<file path="src/rtl/uart_cmd_decoder.sv">
`default_nettype none
// ============================================================================
// Module   : uart_cmd_decoder
// Purpose  : Turns UART RX bytes into register-file write (0xAA,addr,data) and
//            read (0xBB,addr) frames; read data is handed to the UART TX.
//            Optional macro CMD_TIMEOUT_EN adds an inter-byte timeout.
// Revision : 1.0 - initial release
// ============================================================================
module uart_cmd_decoder #(
  parameter int DATA_WIDTH     = 8,
  parameter int ADDR_WIDTH     = 4,
  parameter int TIMEOUT_CYCLES = 1023
) (
  input  logic                  CLK,
  input  logic                  RST,
  input  logic [DATA_WIDTH-1:0] RX_P_DATA,
  input  logic                  RX_D_VLD,
  input  logic [DATA_WIDTH-1:0] RF_RdData,
  input  logic                  RF_RdData_VLD,
  input  logic                  TX_Busy,
  output logic                  RF_WrEn,
  output logic                  RF_RdEn,
  output logic [ADDR_WIDTH-1:0] RF_Address,
  output logic [DATA_WIDTH-1:0] RF_WrData,
  output logic [DATA_WIDTH-1:0] TX_P_DATA,
  output logic                  TX_D_VLD,
  output logic                  CMD_ERR
);

  typedef enum logic [2:0] {
    IDLE    = 3'd0,
    WR_ADDR = 3'd1,
    WR_DATA = 3'd2,
    RD_ADDR = 3'd3,
    RD_WAIT = 3'd4,
    TX_SEND = 3'd5
  } state_t;

  localparam logic [DATA_WIDTH-1:0] CMD_WR = DATA_WIDTH'(8'hAA);
  localparam logic [DATA_WIDTH-1:0] CMD_RD = DATA_WIDTH'(8'hBB);

  state_t                state, state_next;
  logic                  wr_en_next, rd_en_next, tx_vld_next, err_next;
  logic [ADDR_WIDTH-1:0] addr_next;
  logic [DATA_WIDTH-1:0] wdata_next, txdata_next;
  logic                  timeout;

`ifdef CMD_TIMEOUT_EN
  localparam int CNT_W = $clog2(TIMEOUT_CYCLES + 1);
  logic [CNT_W-1:0] tmo_cnt;
  logic             timed_state;
  logic             progress;

  assign timed_state = (state == WR_ADDR) || (state == WR_DATA) ||
                       (state == RD_ADDR) || (state == RD_WAIT);
  // Bytes in RD_WAIT are dropped, so only read data counts as progress there.
  assign progress    = (state == RD_WAIT) ? RF_RdData_VLD : RX_D_VLD;

  always_ff @(posedge CLK or posedge RST) begin
    if (RST)
      tmo_cnt <= '0;
    else if (!timed_state || progress || (state_next != state))
      tmo_cnt <= '0;
    else
      tmo_cnt <= tmo_cnt + 1'b1;
  end

  assign timeout = timed_state && !progress &&
                   (tmo_cnt == CNT_W'(TIMEOUT_CYCLES - 1));
`else
  // No timeout: frame states wait indefinitely.
  assign timeout = (TIMEOUT_CYCLES < 0);
`endif

  always_ff @(posedge CLK or posedge RST) begin
    if (RST) begin
      state      <= IDLE;
      RF_WrEn    <= 1'b0;
      RF_RdEn    <= 1'b0;
      TX_D_VLD   <= 1'b0;
      CMD_ERR    <= 1'b0;
      RF_Address <= '0;
      RF_WrData  <= '0;
      TX_P_DATA  <= '0;
    end else begin
      state      <= state_next;
      RF_WrEn    <= wr_en_next;
      RF_RdEn    <= rd_en_next;
      TX_D_VLD   <= tx_vld_next;
      CMD_ERR    <= err_next;
      RF_Address <= addr_next;
      RF_WrData  <= wdata_next;
      TX_P_DATA  <= txdata_next;
    end
  end

  always_comb begin
    state_next  = state;
    wr_en_next  = 1'b0;
    rd_en_next  = 1'b0;
    tx_vld_next = 1'b0;
    err_next    = 1'b0;
    addr_next   = RF_Address;
    wdata_next  = RF_WrData;
    txdata_next = TX_P_DATA;
    case (state)
      IDLE: begin
        if (RX_D_VLD) begin
          if (RX_P_DATA == CMD_WR)      state_next = WR_ADDR;
          else if (RX_P_DATA == CMD_RD) state_next = RD_ADDR;
          else                          err_next   = 1'b1;
        end
      end
      WR_ADDR: begin
        if (RX_D_VLD) begin
          addr_next  = RX_P_DATA[ADDR_WIDTH-1:0];
          state_next = WR_DATA;
        end else if (timeout) begin
          err_next   = 1'b1;
          state_next = IDLE;
        end
      end
      WR_DATA: begin
        if (RX_D_VLD) begin
          wdata_next = RX_P_DATA;
          wr_en_next = 1'b1;
          state_next = IDLE;
        end else if (timeout) begin
          err_next   = 1'b1;
          state_next = IDLE;
        end
      end
      RD_ADDR: begin
        if (RX_D_VLD) begin
          addr_next  = RX_P_DATA[ADDR_WIDTH-1:0];
          rd_en_next = 1'b1;
          state_next = RD_WAIT;
        end else if (timeout) begin
          err_next   = 1'b1;
          state_next = IDLE;
        end
      end
      RD_WAIT: begin
        if (RX_D_VLD) err_next = 1'b1;
        if (RF_RdData_VLD) begin
          txdata_next = RF_RdData;
          state_next  = TX_SEND;
        end else if (timeout) begin
          err_next    = 1'b1;
          state_next  = IDLE;
        end
      end
      TX_SEND: begin
        if (RX_D_VLD) err_next = 1'b1;
        if (!TX_Busy) begin
          tx_vld_next = 1'b1;
          state_next  = IDLE;
        end
      end
      default: state_next = IDLE;
    endcase
  end

endmodule
`default_nettype wire

</file>
<file path="config.mk">
export PLATFORM = sky130hd
export DESIGN_NAME = uart_cmd_decoder
export DESIGN_NICKNAME = d
export VERILOG_FILES = /design/src/rtl/uart_cmd_decoder.sv
export SDC_FILE = /design/constraint.sdc
export NUM_CORES = 1
export LEC_CHECK = 0
export CAP_MARGIN = 20
export CORE_MARGIN = 4
export CORE_UTILIZATION = 44
export CTS_BUF_LIST = sky130_fd_sc_hd__clkbuf_2 sky130_fd_sc_hd__clkbuf_4 sky130_fd_sc_hd__clkbuf_8
export DETAILED_ROUTE_END_ITERATION = 6
export GPL_ROUTABILITY_DRIVEN = 1
export PLACE_DENSITY = 0.82
export SLEW_MARGIN = 25
export SYNTH_ARGS = -nofsm -noshare
export SYNTH_HDL_FRONTEND = slang
export SYNTH_SLANG_ARGS = --single-unit
</file>
<file path="constraint.sdc">
create_clock -name CLK -period 1.9 [get_ports CLK]
set_clock_uncertainty 0.05 [all_clocks]
set_input_delay 0.19 -clock CLK [delete_from_list [all_inputs] [get_ports CLK]]
set_output_delay 0.19 -clock CLK [all_outputs]
set_load 0.02 [all_outputs]
</file>
==> results.json <==
{
  "reg2reg_slack_ns": 0.31,
  "clkSlewWorstSetupHoldPaths_ns": 0.13,
  "maxCapViolCount": 0,
  "synth_area_um2": 1109,
  "vias": 775,
  "drtIter0Drc": 5,
  "timing.rr.start": "state[2]",
  "cts_tree": "built",
  "cp_max_fo": 8,
  "viasPerCell": 5.065,
  "ys.flop_type": "dfrtp_1",
  "grt_overflow": 0,
  "diodes": 0,
  "reg2reg_depth": 4,
  "fin_crit_sh": 0.8386,
  "grt_pass1_vias": 885,
  "startpoint_type": "flop",
  "rsz0062_at_grt": "false",
  "grt_usage": 0.1636,
  "gp_congestion": 0.7203,
  "tns_ns": 0,
  "setup_viol": 0,
  "drive_above_1_share": 0.2640,
  "max_slew_margin": 0.7505,
  "synth_top_area_frac": 0.6095,
  "grt_pass1_wl_um": 4174,
  "cts_resized": 0,
  "antenna_found_initial": 0,
  "port_buffers": 44,
  "die_x_um": 58.20,
  "synth_area_per_cell_um2": 14.78,
  "nNetsFinal": 147,
  "synth_cells": 75,
  "r2r_end": "TX_P_DATA[6]",
  "area_growth_pct": 47.52,
  "remaining_drc_errors": 0,
  "power.density_nw_per_um2": 1508,
  "power_frac_comb": 0.495,
  "wl_met1_um": 1002,
  "synth-edff-count": 0,
  "cts-root-buf": "clkbuf_4",
  "num_io_pins": 45,
  "cts_inserted_buffers": 3,
  "tightest_slew_ns": 0.3742,
  "wl_um": 2415,
  "fin_ws_ns": 0.3067,
  "initial_core_util": 0.4826,
  "end_kind": "flop",
  "seq_area_frac_synth": 0.6095,
  "layout_commonest_cell": "clkdlybuf4s50_1",
  "core_area_um2": 2297,
  "ys_types": 23,
  "crit_required_ns": 2.07,
  "p_int_mw": 1.594,
  "fmax_mhz": 627.6,
  "grt_max_degree": 28,
  "antenna_left": 0,
  "hpwl_um": 1884,
  "die_h_um": 58.20,
  "p_sw_frac": 0.3536,
  "ys_ff_latch": 27,
  "syn_nets": 96,
  "pre_cts_slack_ns": 0.2988,
  "slew_viol_final": 0,
  "die-area_um2": 3387,
  "synthTopCellsByArea": "dfrtp_1 61%, mux2_2 20%, nor4_4 1.9%",
  "final_cell_mix": "44 x clkdlybuf4s50_1, 27 x dfrtp_1, 20 x mux2_2",
  "crit_start": "state[2]",
  "period_needed_ns": 1.593,
  "crit_end": "TX_P_DATA[6]",
  "dr_wl_met3_um": 88,
  "ys_async_sr_fraction": 1.000,
  "synth.largest_area_cell": "dfrtp_1",
  "min_path_type": "in -> async",
  "pwr-share-seq": 0.402,
  "cts_setup_buffers": 0,
  "post_drt_wl_per_cell_um": 15.78,
  "worstPathArrival_ns": 1.76,
  "critPathKind": "reg -> reg",
  "clkLatencyLatePin_ns": 0.32,
  "dr.max_layer_used": "met4",
  "switchingPower_mw": 0.8721,
  "clockBufferDepth": 2,
  "h-tree-depth": 1,
  "p_clk_frac": 0.103,
  "yosys_warnings": 0,
  "num_rows": 17,
  "finalHoldViolCount": 0,
  "wl_met2_um": 1294,
  "hold_buffers": 0,
  "dr.pass1.iters": 3,
  "outcome": "finished clean",
  "ir_drop_v": 0.001080,
  "p_leak_nw": 0.6900,
  "cts.sink_count": 27
}
worst min path at each step:
stage / startpoint / endpoint / slack (ns) / depth (start not counted)
2_1_floorplan: RST / CMD_ERR / 0.19 / 1
3_3_place_gp: TX_P_DATA[7] / TX_P_DATA[7] / 0.44 / 1
3_5_place_dp: RF_Address[2] / RF_Address[2] / 0.44 / 1
4_1_cts: RST / RF_WrData[0] / 0.15 / 3
5_1_grt: RST / TX_P_DATA[5] / 0.18 / 3
6_report: RST / TX_P_DATA[5] / 0.16 / 3
cells in the mapped netlist (2+ instances only):
cell type and count:
dfrtp_1 27, inv_1 2, mux2_2 20, nand3b_1 2
nand4_1 2, nor2_1 2, nor2b_1 3, xnor2_1 2
power by group through the flow:
stage | registers [mW] | clock network, mW | logic (mW)
final | 0.992 | 0.253 | 1.22
after global routing | 1.03 | 0.301 | 1.29
after CTS | 0.996 | 0.265 | 1.24
after detailed placement | 1.01 | 0 | 1.23
after global placement | 0.991 | 0 | 1.21
after floorplan | 1.22 | 0 | 0.431
routing by layer:
metal  vias to the layer above  track usage
met5                         -            0
met4                         0      0.07947
met3                         2      0.02227
met2                        21       0.2742
met1                       385       0.2068
li1                        367            -
per-stage QoR:
stage	util	hold slack [ns]	total power, mW	cell area [um2]	std cells
2_1_floorplan	-	0.1927	1.647	1109	75
3_3_place_gp	0.6988	0.4381	2.199	1605	149
3_5_place_dp	0.6988	0.4444	2.243	1605	149
4_1_cts	0.7119	0.1484	2.502	1635	153
5_1_grt	0.7119	0.1826	2.624	1635	153
6_report	0.7119	0.1611	2.466	1635	153
cell type report:
type / count / area (um2)
inverter: 3 / 11.26
fill: 184 / 661.9
multi-input combinational: 43 / 412.9
clock buffer: 4 / 30.03
timing repair buffer: 48 / 470.5
sequential: 27 / 675.6
tap: 28 / 35.03
logic make-up after synthesis:
group | after synthesis | share of synthesized area
muxes | 20 | 0.2032
and+or+nand+nor | 15 | 0.1174
DFF | 27 | 0.6095
buffers and inverters | 5 | 0.01805
AOI/OAI and AO/OA | 6 | 0.03612
xor gates and xnor gates | 2 | 0.01580
sequential cells by signal (all words and copies together), names as in the netlist:
| signal | count |
|---|---|
| state | 3 |
| RF_Address | 4 |
| TX_P_DATA | 8 |
| RF_WrEn | 1 |
| TX_D_VLD | 1 |
| RF_WrData | 8 |
| CMD_ERR | 1 |
| RF_RdEn | 1 |
critical path: stages, from the launching register on:
cell,delay (ns)
dfrtp_1,0.59
nand2b_4,0.09
nor3b_2,0.21
buf_4,0.20
mux2_2,0.35
No activity file was read; power rests on OpenSTA's default activity.
